===== config.mk =====
export PLATFORM = sky130hd
export DESIGN_NAME = acc_cpu_core_flat
export DESIGN_NICKNAME = d
export VERILOG_FILES = /design/src/rtl/acc_cpu_core_if.sv /design/src/rtl/acc_cpu_core.sv /design/src/flat_wrapper.sv
export SDC_FILE = /design/constraint.sdc
export NUM_CORES = 1
export LEC_CHECK = 0
export CAP_MARGIN = 20
export CORE_UTILIZATION = 40
export CTS_CLUSTER_DIAMETER = 200
export DETAILED_ROUTE_END_ITERATION = 7
export SETUP_SLACK_MARGIN = 0.02
export SYNTH_ARGS = -nofsm -noshare
export SYNTH_HDL_FRONTEND = slang
export SYNTH_SLANG_ARGS = --single-unit

===== constraint.sdc =====
create_clock -name clk -period 2.5 [get_ports clk]
set_clock_uncertainty 0.2 [all_clocks]
set_input_delay 0.25 -clock clk [delete_from_list [all_inputs] [get_ports clk]]
set_output_delay 0.25 -clock clk [all_outputs]
set_load 0.02 [all_outputs]

===== src/rtl/acc_cpu_core_if.sv =====
// Instruction-fetch port of acc_cpu_core: req/addr from the core, valid/data from memory.
interface acc_cpu_core_if #(
   parameter int unsigned PC_W = 8
);
   logic            imem_req;
   logic [PC_W-1:0] imem_addr;
   logic            imem_valid;
   logic [7:0]      imem_data;

   modport master (
      output imem_req,
      output imem_addr,
      input  imem_valid,
      input  imem_data
   );

   modport slave (
      input  imem_req,
      input  imem_addr,
      output imem_valid,
      output imem_data
   );
endinterface


===== src/rtl/acc_cpu_core.sv =====
// acc_cpu_core: multi-cycle accumulator CPU (FETCH -> DECODE -> EXEC, HLT -> HALT).
// Instruction = opcode[7:4], operand[3:0]. Optional macro ACC_SHIFT_EN enables
// opcodes B (SHL) and C (SHR); without it they execute as illegal NOPs.
module acc_cpu_core #(
   parameter int unsigned DATA_W = 8,
   parameter int unsigned NREG   = 16,
   parameter int unsigned PC_W   = 8
) (
   input  logic                  clk,
   input  logic                  reset,
   acc_cpu_core_if.master        imem,
   output logic [DATA_W-1:0]     acc_out,
   output logic [PC_W-1:0]       pc_out,
   output logic                  zero,
   output logic                  carry,
   output logic                  halted,
   output logic                  illegal
);

   // Bits of a register value that reach the PC on a jump.
   localparam int unsigned CW = (DATA_W < PC_W) ? DATA_W : PC_W;
   localparam logic [PC_W-1:0] PcOne = {{(PC_W-1){1'b0}}, 1'b1};

   typedef enum logic [1:0] {StFetch, StDecode, StExec, StHalt} state_e;

   state_e            state_q, state_d;
   logic [7:0]        ir_q, ir_d;
   logic [PC_W-1:0]   pc_q, pc_d;
   logic [DATA_W-1:0] acc_q, acc_d;
   logic [DATA_W-1:0] opnd_q, opnd_d;
   logic              z_q, z_d;
   logic              c_q, c_d;
   logic              ill_q, ill_d;
   logic [DATA_W-1:0] regs_q [NREG];

   logic              reg_we;
   logic              acc_wr;
   logic [DATA_W-1:0] rd_val;
   logic [DATA_W-1:0] imm;
   logic [DATA_W:0]   sum;
   logic [DATA_W:0]   diff;
   logic [PC_W-1:0]   tgt;

   // Register-file read; operand indices >= NREG read as zero.
   always_comb begin
      rd_val = '0;
      for (int i = 0; i < NREG; i++) begin
         if (ir_q[3:0] == 4'(i)) rd_val = regs_q[i];
      end
   end

   // Next-state, datapath and flag update.
   always_comb begin
      state_d = state_q;
      ir_d    = ir_q;
      pc_d    = pc_q;
      acc_d   = acc_q;
      opnd_d  = opnd_q;
      z_d     = z_q;
      c_d     = c_q;
      ill_d   = 1'b0;
      reg_we  = 1'b0;
      acc_wr  = 1'b0;

      sum       = {1'b0, acc_q} + {1'b0, opnd_q};
      diff      = {1'b0, acc_q} - {1'b0, opnd_q};
      imm       = '0;
      imm[3:0]  = ir_q[3:0];
      tgt       = '0;
      tgt[CW-1:0] = opnd_q[CW-1:0];

      unique case (state_q)
         StFetch: begin
            if (imem.imem_valid) begin
               ir_d    = imem.imem_data;
               state_d = StDecode;
            end
         end
         StDecode: begin
            opnd_d  = rd_val;
            state_d = StExec;
         end
         StExec: begin
            state_d = StFetch;
            pc_d    = pc_q + PcOne;
            case (ir_q[7:4])
               4'h0: ;
               4'h1: begin acc_d = imm;            acc_wr = 1'b1; end
               4'h2: begin acc_d = opnd_q;         acc_wr = 1'b1; end
               4'h3: reg_we = 1'b1;
               4'h4: begin
                  acc_d  = sum[DATA_W-1:0];
                  c_d    = sum[DATA_W];
                  acc_wr = 1'b1;
               end
               4'h5: begin
                  acc_d  = diff[DATA_W-1:0];
                  c_d    = diff[DATA_W];
                  acc_wr = 1'b1;
               end
               4'h6: begin acc_d = acc_q & opnd_q; acc_wr = 1'b1; end
               4'h7: begin acc_d = acc_q ^ opnd_q; acc_wr = 1'b1; end
               4'h8: pc_d = tgt;
               4'h9: if (z_q) pc_d = tgt;
               4'hA: if (c_q) pc_d = tgt;
`ifdef ACC_SHIFT_EN
               4'hB: begin
                  acc_d  = {acc_q[DATA_W-2:0], 1'b0};
                  c_d    = acc_q[DATA_W-1];
                  acc_wr = 1'b1;
               end
               4'hC: begin
                  acc_d  = {1'b0, acc_q[DATA_W-1:1]};
                  c_d    = acc_q[0];
                  acc_wr = 1'b1;
               end
`endif
               4'hF: begin
                  // HLT keeps PC on its own address.
                  pc_d    = pc_q;
                  state_d = StHalt;
               end
               default: ill_d = 1'b1;
            endcase
         end
         StHalt: ;
      endcase

      if (acc_wr) z_d = (acc_d == '0);
   end

   // State and datapath registers with synchronous active-low reset.
   always_ff @(posedge clk) begin
      if (!reset) begin
         state_q <= StFetch;
         ir_q    <= '0;
         pc_q    <= '0;
         acc_q   <= '0;
         opnd_q  <= '0;
         z_q     <= 1'b0;
         c_q     <= 1'b0;
         ill_q   <= 1'b0;
         for (int i = 0; i < NREG; i++) regs_q[i] <= '0;
      end else begin
         state_q <= state_d;
         ir_q    <= ir_d;
         pc_q    <= pc_d;
         acc_q   <= acc_d;
         opnd_q  <= opnd_d;
         z_q     <= z_d;
         c_q     <= c_d;
         ill_q   <= ill_d;
         // STR to an index >= NREG matches no entry and is dropped.
         for (int i = 0; i < NREG; i++) begin
            if (reg_we && ir_q[3:0] == 4'(i)) regs_q[i] <= acc_q;
         end
      end
   end

   // Port outputs; the fetch request is masked while reset is held.
   always_comb begin
      imem.imem_req  = (state_q == StFetch) && reset;
      imem.imem_addr = pc_q;
      acc_out        = acc_q;
      pc_out         = pc_q;
      zero           = z_q;
      carry          = c_q;
      halted         = (state_q == StHalt);
      illegal        = ill_q;
   end

endmodule


===== src/flat_wrapper.sv =====
// flat-port wrapper written by rule: the top's interface ports become plain ports
module acc_cpu_core_flat 
#(
   parameter int unsigned DATA_W = 8,
   parameter int unsigned NREG   = 16,
   parameter int unsigned PC_W   = 8
)
  (clk, reset, acc_out, pc_out, zero, carry, halted, illegal, imem_imem_req, imem_imem_addr, imem_imem_valid, imem_imem_data);
  acc_cpu_core_if #(.PC_W(PC_W)) imem_i ();
  input  logic clk;
  input  logic reset;
  output logic [DATA_W-1:0] acc_out;
  output logic [PC_W-1:0] pc_out;
  output logic zero;
  output logic carry;
  output logic halted;
  output logic illegal;
  output wire logic [$bits(imem_i.imem_req)-1:0] imem_imem_req;
  output wire logic [$bits(imem_i.imem_addr)-1:0] imem_imem_addr;
  input wire logic [$bits(imem_i.imem_valid)-1:0] imem_imem_valid;
  input wire logic [$bits(imem_i.imem_data)-1:0] imem_imem_data;
  assign imem_imem_req = imem_i.imem_req;
  assign imem_imem_addr = imem_i.imem_addr;
  assign imem_i.imem_valid = imem_imem_valid;
  assign imem_i.imem_data = imem_imem_data;
  acc_cpu_core #(.DATA_W(DATA_W), .NREG(NREG), .PC_W(PC_W)) u_core (.clk(clk), .reset(reset), .imem(imem_i), .acc_out(acc_out), .pc_out(pc_out), .zero(zero), .carry(carry), .halted(halted), .illegal(illegal));
endmodule

== After elaboration in Yosys (flattened, before gate mapping) ==
Memories as Yosys holds them, arrays and structs flattened.
Cells that the tools add are included.

* Muxes and demuxes: 95
* Shifts and indexed selects: 0
* Eq/ne operators: 30
* $mul: 0
* Order comparisons: 0
* Divide/modulo/power cells: 0
* Reductions and logical operators: 30
* Add/subtract/negate cells: 3
* Bitwise logic cells: 19

{| class="wikitable"
|+ Operator list
! operator !! number
|-
| 2-to-1 mux 8 bit || 35
|-
| 2-to-1 mux 1 bit || 54
|-
| equality test 4 bit (second input constant) || 12
|-
| case mux 8 bit (6 select lines) || 1
|-
| equality test 4 x 3 -> 1 bit (second input constant) || 8
|-
| case mux 8 bit (4 select lines) || 1
|-
| logical AND 1 bit || 17
|-
| equality test 4 x 2 -> 1 bit (second input constant) || 4
|-
| OR 1 bit || 16
|-
| OR reduction 12 bit || 1
|-
| AND reduction 2 bit || 5
|-
| adder 8 x 8 -> 9 bit || 1
|-
| subtractor 8 x 8 -> 9 bit || 1
|-
| adder 8 x 1 -> 8 bit (second input constant) || 1
|-
| bitwise AND 8 bit || 1
|-
| equality test 4 x 1 -> 1 bit (second input constant) || 2
|-
| logical NOT 4 bit || 2
|-
| logical NOT 8 bit || 1
|-
| XOR 8 bit || 1
|-
| case mux 2 bit (3 select lines) || 1
|-
| OR reduction 6 bit || 1
|-
| equality test 2 bit (second input constant) || 2
|-
| 2-to-1 mux 2 bit || 2
|-
| nonzero test 3 bit || 1
|-
| other kinds (6) || 6
|}

* Bits in registers: 37
* RAM bits: 128
* Logic and storage cells: 186
* Memory bits (read-only): 0
* Latch bits: 0
* Memories kept: 1
* Output and inout bits: 29

{| class="wikitable"
|+ Memories
! memory !! depth !! bits a word !! rd ports !! clocked after memory_dff !! wr ports !! line !! source
|-
| u_core.regs_q || 16 || 8 || 16 || 0 || 16 || acc_cpu_core.sv:34 || <nowiki>logic [DATA_W-1:0] regs_q [NREG];</nowiki>
|}

== Depth between registers and ports, before layout ==
Gate-level depths: netlist (run 1).

* Depth in word-level cells: 17
* Depth in mapped cells: 11
* Depth with buffers taken out: 11

== Least setup slack after synthesis (run 1) ==
OpenSTA, ideal clock, no wires.

* Path type: reg2reg
* From: reg u_core.acc_q[0], in the netlist u_core.acc_out[0]
* To: reg u_core.z_q, in the netlist u_core.zero
* Required time: 2,216 ps
* Library setup time: 84 ps
* Cell stages (with the launch flop): 10
* Slack: -3 ps
* Arrival: 2,219 ps
* Path buffers: 0
* Cell sequence: dfxtp_1 ha_1 fa_1 nor2b_1 o21ai_0 a31oi_1 o32a_1 nor3_2 nand4_1 o31ai_2

* Cells in the longest elaborated chain, start to end: 4
* Elaborated cells on any way between the ends: 7
* Those cells by class: 2 x add/sub; 2 x mux; 2 x bitwise; 1 x reduce/logical

{| class="wikitable"
|+ Ends and longest elaborated chain
! element !! line !! source
|-
| start, declared || acc_cpu_core.sv:29 || <nowiki>logic [DATA_W-1:0] acc_q, acc_d;</nowiki>
|-
| start signal, assigned || acc_cpu_core.sv:138 || <nowiki>acc_q <= '0;</nowiki>
|-
| start signal, assigned || acc_cpu_core.sv:148 || <nowiki>acc_q <= acc_d;</nowiki>
|-
| subtractor 8 x 8 -> 9 bit (tied with other cells) || acc_cpu_core.sv:66 || <nowiki>diff = {1'b0, acc_q} - {1'b0, opnd_q};</nowiki>
|-
| case mux 8 bit (6 select lines) || acc_cpu_core.sv:86 || <nowiki>case (ir_q[7:4])</nowiki>
|-
| 2-to-1 mux 8 bit * || acc_cpu_core.sv:72 || <nowiki>unique case (state_q)</nowiki>
|-
| logical NOT 8 bit * || acc_cpu_core.sv:129 || <nowiki>if (acc_wr) z_d = (acc_d == '0);</nowiki>
|-
| end signal, assigned || acc_cpu_core.sv:150 || <nowiki>z_q <= z_d;</nowiki>
|-
| end, declared || acc_cpu_core.sv:31 || <nowiki>logic z_q, z_d;</nowiki>
|}

Mark *: on every way between the ends. The rest lies on a longest branch, timed or not.
A chain may end at the register's enable or synchronous reset.

== Worst setup path in the final report (run 1) ==
* From: reg u_core.state_q[1]
* To: out imem_imem_req

* Cells in the longest elaborated chain, start to end: 2

{| class="wikitable"
|+ Ends and longest elaborated chain
! element !! line !! source
|-
| start, declared || acc_cpu_core.sv:26 || <nowiki>state_e state_q, state_d;</nowiki>
|-
| start signal, assigned || acc_cpu_core.sv:135 || <nowiki>state_q <= StFetch;</nowiki>
|-
| start signal, assigned || acc_cpu_core.sv:145 || <nowiki>state_q <= state_d;</nowiki>
|-
| logical NOT 2 bit || acc_cpu_core.sv:162 || <nowiki>imem.imem_req = (state_q == StFetch) && reset;</nowiki>
|-
| logical AND 1 bit || acc_cpu_core.sv:162 ||
|-
| end, declared || flat_wrapper.sv:18 || <nowiki>output wire logic [$bits(imem_i.imem_req)-1:0] imem_imem_req;</nowiki>
|}

Every way passes these cells.

==> results summary, run 1 <==
The total routing resource utilization after global routing came out at 23.98%. The global-route wire length before repair is around 39,000 um. The placeable core region came out at ~21,000 um^2. The flow ran to the end, and the final reports show no timing, DRC or antenna violations. The via count of the routed design came out at just under 7,000.

The mean instance size in the synthesized netlist came out at 10.36 um^2. The main flop type after synthesis is edfxtp_1. The count of nets left with antenna violations after detail routing is 0. On the critical path, the stage with the largest delay is an instance of clkdlybuf4s50_1.

The clock network latency to the later pin of the worst-skew pair came out at 430 ps. The post-synthesis cell area is between 8000 and 9000 um^2. The per-cell routed wire length is ~21 um. Global routing finished with a remaining overflow of 0. In the detailed route, the total length drawn on met3 is ~1500 um. After detailed routing, the total wire length is 25,490 um.

The maximum fanout along the worst path came out at 11. Among cell families on the critical path, the largest total delay comes from buffers and inverters. Setup violations remaining at the end of the flow were counted as 0. The post-layout net count is 968. Once detailed placement completed, the half-perimeter wirelength came to 18,340 um. The total count of hold-check failures in the final report came out at 0. The H-tree was split into 4 levels.

TritonCTS built the clock tree. Dividing the final minimum period by the clock period gives slightly below 100%. STA classifies the critical path startpoint as a flip-flop. Timing would allow up to 407.5 MHz. The number of antenna violations at the first check in global routing is 0.

CTS placed an instance of clkbuf_16 at the clock tree root. The via count of the first global-routing pass came out at ~6,800. The antenna diode count came out at 0. The number of warnings issued by yosys came out at 0. The total DRC errors in the routed layout came out at 0. The number of different library cells used by synthesis comes to 73. The flip-flop and latch count after synthesis is between 150 and 200. For this design the top-level I/O count stands at 40. Counting flops with an async set or reset pin after synthesis yields a share of 0%.

The largest stage delay on the critical path is 600 ps. The type of the setup path with the least slack is reg2out. The critical path arrival is ~2000 ps. The number of iterations in the first detailed-routing pass came out at 5. Buffers placed on the I/O ports in this run total 39.

The number of placement rows is 53. The die boundary height came out at 149.0 um. In this run the top signal layer used is met4.

The clock period minus final worst setup slack came out at 2454 ps. The worst hold-check slack came out at 177.8 ps. The horizontal extent of the die came out at around 150 um. For this block, the initial DRC count from the detailed router was between 600 and 700. The number of maximum-capacitance constraint violations is 0.

After detailed routing, the wire length on met1 is 11,190 um. The fraction of layout instances using a drive strength above 1 is 20.21%. No sink is reached through more buffers than the 2 on the longest clock path. The endpoint kind of the worst setup timing path is an output pin. The detailed route wirelength on metal2 came out at 12,080 um. The buffer and inverter count on the worst path is 3.

For this design the static power due to leakage is 0.003744 uW. The number of flops mapped to enable cells by yosys came out at around 130. The tightest slew margin relative to the limit is 44.36%. The starting density of the core came out at approximately two fifths. Adding up every negative setup slack in the final design gives 0 ps. The power density over cell area came out at 658.7 nW/um^2. The critical path goes through buf_4, inv_1, ha_2, and2_1, clkdlybuf4s50_1. The relative area change from synthesis to final layout came out at 21.69%. The die outline area is 22,190 um^2.

The sink count of the clock tree came out at between 150 and 200. The clock input transition at the sequential cells of the worst setup and hold paths came out at 70 ps. The total chip power came out at about 7000 uW. The total count of max-transition violations in the final report is 0. The worst endpoint required time came out at 2050 ps. The worst hold path belongs to the class in2reg. The net count after synthesis came out at between 800 and 900.

Entering global routing, the biggest net connects 37 pins. The share of synthesized area occupied by flip-flops and latches is 53.06%. TritonCTS created 17 clock buffers.

Setup repair after global routing could not meet its margin everywhere. The instance count of the mapped netlist came out at 834. Across the VDD grid, the largest voltage drop is 0.4621 mV.

The detail-routed via count per cell is 5.649. For the pin with the worst max-slew slack, the measured transition is 829.0 ps. The total of hold buffers inserted after clock tree synthesis came out at 0. Setup slack closes at 45.84 ps. Before CTS, the worst setup slack after placement is -61.95 ps. The final weighted congestion in routability-driven placement is 0.9401.
## repair_timing
| action | CTS | global route |
|---|---|---|
| pin swaps | 1 | 8 |
| endpoints found under the hold margin | 0 | 0 |
| resized for setup | 4 | 20 |
| setup endpoints to repair | 3 | 6 |
| buffers inserted | 0 | 2 |
## power by group
| group | leakage, uW | switching (uW) | internal (uW) |
|---|---|---|---|
| clock network | 0.000294 | 1180 | 1500 |
| logic | 0.00182 | 646 | 466 |
| registers | 0.00162 | 72.7 | 3050 |
## area by class of cell
class | count | area (um^2)
Clock buffer | 17 | 425.4
Clock inverter | 14 | 167.7
Fill cell | 1876 | 10570
Inverter | 34 | 131.4
Multi-Input combinational cell | 571 | 3650
Sequential cell | 165 | 4593
Tap cell | 275 | 344.1
Timing Repair Buffer | 144 | 1204
## synth_stat cells (all sizes together), types with 4 or more instances
cell type / count / area (um^2)
a31oi: 7 / 43.79
a221oi: 6 / 52.55
o21a: 7 / 52.55
o22ai: 10 / 62.56
a21oi: 47 / 239.0
edfxtp: 128 / 3844
dfxtp: 37 / 740.7
buf: 36 / 241.5
nand2: 75 / 281.5
ha: 22 / 275.3
nor2: 131 / 491.7
clkbuf: 28 / 105.1
xnor2: 6 / 52.55
a22oi: 6 / 45.04
nor3: 17 / 95.09
nand2b: 11 / 68.82
o31ai: 6 / 50.05
and2: 7 / 43.79
o32ai: 4 / 35.03
inv: 32 / 120.1
o21ai: 53 / 265.3
mux4: 10 / 225.2
mux2i: 20 / 200.2
o211ai: 8 / 60.06
nor2b: 19 / 121.4
a211oi: 7 / 52.55
mux2: 7 / 78.83
nand3: 23 / 115.1
nor3b: 7 / 52.55
o221ai: 5 / 43.79
## registers in the layout (all words and copies together), names as in the netlist
register               flops
u_core.zero                1
u_core.opnd_q              8
u_core.regs_q            128
u_core.acc_out             8
u_core.illegal             1
u_core.imem.imem_addr      8
u_core.carry               1
u_core.ir_q                8
u_core.state_q             2
## per-layer routing
metal,vias up,track usage (%)
met5,-,0
met4,0,8.418
met3,46,4.893
met2,250,38.95
met1,3376,31.74
li1,3220,-
## layout by cell type, fill, tap and decap left out, types with 8 or more instances in the layout
cell type	Yosys	routed
a21oi_1	46	45
buf_4	12	103
clkbuf_16	0	17
clkdlybuf4s50_1	0	39
dfxtp_1	37	32
edfxtp_1	128	128
ha_1	22	16
inv_1	30	28
mux2i_1	20	20
mux4_2	10	10
nand2_1	75	75
nand2b_1	11	11
nand3_1	23	23
nor2_1	131	131
nor2b_1	18	17
nor3_1	15	14
o211ai_1	8	8
o21ai_0	43	42
o21ai_1	10	10
o22ai_1	10	10
## cells by family after synthesis
| family | count (synthesis) | synth area share (%) |
|---|---|---|
| AOI/OAI and AO/OA | 195 | 14.94 |
| xor gates and xnor gates | 7 | 0.7095 |
| adders and majority gates | 24 | 3.649 |
| buffers and inverters | 98 | 5.488 |
| DFF | 165 | 53.06 |
| muxes | 37 | 5.836 |
| and+or+nand+nor | 308 | 16.32 |
## stage by stage
| step | instance area [um^2] | std cells | util [%] |
|---|---|---|---|
| global placement | 9834 | 1187 | 46.64 |
| global route | 10520 | 1220 | 49.86 |
| CTS | 10440 | 1218 | 49.53 |
| finish | 10520 | 1220 | 49.86 |
| detailed placement | 9834 | 1187 | 46.64 |
| floorplan | 8641 | 834 | - |
## worst min-delay path, stage by stage
cell and delay (ps):
clkdlybuf4s50_1 400, nand3_1 70, a21oi_1 50
## final timing paths
| kind | to | slack, ps | from | cells after the start |
|---|---|---|---|---|
| worst max register to register | u_core.zero | 60 | u_core.acc_out[0] | 10 |
| worst min register to register | u_core.opnd_q[4] | 350 | u_core.opnd_q[4] | 2 |
| worst min-delay path | u_core.ir_q[5] | 180 | imem_imem_data[5] | 3 |
| worst max-delay path | imem_imem_req | 50 | u_core.state_q[1] | 5 |
Note: power is estimated with default switching activity, not from simulation.
==> run 2: changes to the inputs <==
- PLACE_DENSITY_LB_ADDON: unset -> 0.3
==> run 2 against run 1 <==
Against the previous run: combinational power barely moved; largest power group unchanged; critical path type is now reg2reg; die area is the same; global-route usage fell by 0.48 points; hold slack worse by 8.6 ps.
==> results summary, run 2 (synthesized netlist as in run 1, its figures left out) <==
The fraction of layout instances using a drive strength above 1 is 19.81%. The post-layout net count came out at between 900 and 1,000. The final setup violation count is 0. 40 I/O pins were placed.

The number of placement rows came out at 53. The clock period minus final worst setup slack came out at between 2000 and 2500 ps. The part of the total power dissipated in combinational logic is 16.4%. Dividing the detail-routed via count by the number of cells gives 5.649. The TritonCTS clock tree is done. The die outline area is 22,190 um^2. After routing, the total negative slack on setup checks comes to 0 ps.

The total number of H-tree levels came out at 4. The slowest stage of the critical path is the fa_2 cell. Internal power comes to a little under 5000 uW. The total length of routed met3 wires came out at 1558 um. The number of iterations in the first detailed-routing pass came out at 5. The utilization after layout is 49.74%. The tightest slew margin relative to the limit came out at 60.78%. The largest net degree at the start of global routing came out at 34. The total overflow reported by the global router came out at 0. The count of port buffers added during placement is 39. The maximum fanout along the worst path is 4. In this run the power density over the cells is ~650 nW/um^2.

The critical path in this run is classified as reg2reg. The flow ran to the end, and the final reports show no timing, DRC or antenna violations. In this run the remaining antenna-violating nets after routing total 0.

The antenna diode count is 0. The global-route wire length before repair is 38,560 um. At the pin with the least slew margin, the transition time is between 500 and 600 ps. The starting density of the core came out at 40.98%. The worst hold-check slack is 169.2 ps.

The clock input transition at the sequential cells of the worst setup and hold paths came out at ~70 ps. The final weighted congestion in routability-driven placement came out at 0.9535. From synthesis to final layout, the design area changed by 21.40%. The routed wire length is 25,190 um. Counting the buffers created by CTS gives 17. The clock drives 165 sinks. The die is roughly 150 um wide.

The total count of hold-check failures in the final report is 0. The floorplan step defined a core boundary enclosing 21,090 um^2. The total count of max-transition violations in the final report came to 0.

The critical path arrival came out at about 2600 ps. Data on the critical path is required at its endpoint by 2660 ps. The post-detailed-placement half-perimeter wirelength came out at 18,080 um.

The ratio of final minimum period to clock period is between 90 and 100%. The starting DRC count in detailed routing is 584. The highest metal layer with signal wires is met4.

The die boundary height is 149.0 um. The total DRC errors in the routed layout is 0. Traced cell by cell, the critical path runs through inv_2, ha_4, inv_2, fa_2, mux2i_1, nor3_1, o32ai_1, and4bb_1, nand4_1, o31ai_2. The top cell types in the final layout, fill and taps aside, are nor2_1, edfxtp_1, buf_4. The most common cell after layout, fill and taps aside is nor2_1. Counting the fill cells in the layout gives 1,915. The number of antenna violations at the first check in global routing came out at 0. The analysis attributes to net switching a power of 1861 uW. The clock network latency to the later pin of the worst-skew pair came out at 440 ps. The via count of the first global-routing pass is between 6,000 and 7,000. The standby leakage power is 0.003688 uW. The register with the most flip-flops in the layout has roughly 130 of them.

The endpoint kind of the worst setup timing path is a flip-flop. The worst hold path belongs to the class in2reg. The maximum count of clock buffers along a single path came out at 2. The largest register by flop count is u_core.regs_q. Across every metal layer, demand over resource in global routing totals 23.50%. The met1 layer wirelength in the final routing came out at 10,710 um. Setup repair after global routing could not meet its margin everywhere. Across the VDD grid, the largest voltage drop is 0.4492 mV.

In the detailed route, the total length drawn on met2 is about 12,000 um. The most frequent cell on the critical path is inv_2. The largest stage delay on the critical path came out at 410 ps. The number of maximum-capacitance constraint violations came out at 0. The critical path launch point type is a flip-flop.

Clock tree synthesis selected as its root buffer the cell clkbuf_16. The maximum frequency from static timing analysis came out at 404.5 MHz. The via count of the routed design came out at 6,858. The share of total power dissipated in the clock network is 37.5%.

After detailed routing, the average wire length per cell comes to 20.75 um. The power share of the sequential group came out at about 46%. Of the total power, the share spent switching nets is between 20% and 30%. The total of hold buffers inserted after clock tree synthesis is 0.
## run 2: cell count changes in the layout (fill, tap and decap cells not counted), sizes merged
| cell | delta |
|---|---|
| clkinvlp | +3 |
| bufinv | -1 |
| clkbuf | +4 |
| buf | -7 |
| clkinv | -4 |
| inv | -1 |
## run 2: layout make-up
type | instances | area, um^2 | share of cell area, %
Clock buffer | 21 | 450.4 | 4.294
Sequential cell | 165 | 4594 | 43.80
Clock inverter | 11 | 115.1 | 1.097
Timing Repair Buffer | 137 | 1164 | 11.09
Tap cell | 275 | 344.1 | 3.280
Multi-Input combinational cell | 571 | 3695 | 35.22
Inverter | 34 | 127.6 | 1.217
## run 2: what timing repair did
item / CTS / global route
pin swaps: 2 / 14
setup endpoints to repair: 1 / 41
gates resized for setup: 3 / 27
setup buffers: 1 / 3
## run 2: path summary, 6_finish.rpt
kind | start | to | slack, ps | depth (start not counted)
max | u_core.acc_out[0] | u_core.zero | 30 | 10
min | imem_imem_data[1] | u_core.ir_q[1] | 170 | 3
max reg2reg | u_core.acc_out[0] | u_core.zero | 30 | 10
min reg2reg | u_core.opnd_q[4] | u_core.opnd_q[4] | 330 | 2
## run 2: stage by stage
stage / std cells / power (uW) / cell area (um^2) / setup slack [ps]
2_1_floorplan: 834 / 3849 / 8641 / 61.07
3_3_place_gp: 1178 / 4249 / 9779 / 25.68
3_5_place_dp: 1178 / 4255 / 9779 / -22.05
4_1_cts: 1211 / 6799 / 10360 / 20.06
5_1_grt: 1214 / 7050 / 10490 / -80.25
6_report: 1214 / 6816 / 10490 / 28.10
## run 2: metal layers
| layer | track usage (%) | vias to the layer above |
|---|---|---|
| li1 | - | 3215 |
| met1 | 30.46 | 3331 |
| met2 | 39.07 | 269 |
| met3 | 3.945 | 43 |
| met4 | 9.337 | 0 |
| met5 | 0 | - |
## run 2: power groups by stage
stage	combinational [uW]	clock [uW]	sequential (uW)
4_1_cts	1070	2590	3140
2_1_floorplan	687	0	3160
3_3_place_gp	1060	0	3190
3_5_place_dp	1060	0	3200
5_1_grt	1190	2710	3150
6_report	1120	2560	3140
## run 2: worst max-delay path: cells and delay by family, from the launching register on
kind	cells	cell delay, ps
AO/OA/AOI/OAI	2	550
adder cells (fa/ha/maj)	2	560
buffers and inverters	2	100
flip-flops	1	370
multiplexers	1	170
AND/OR/NAND/NOR	3	440
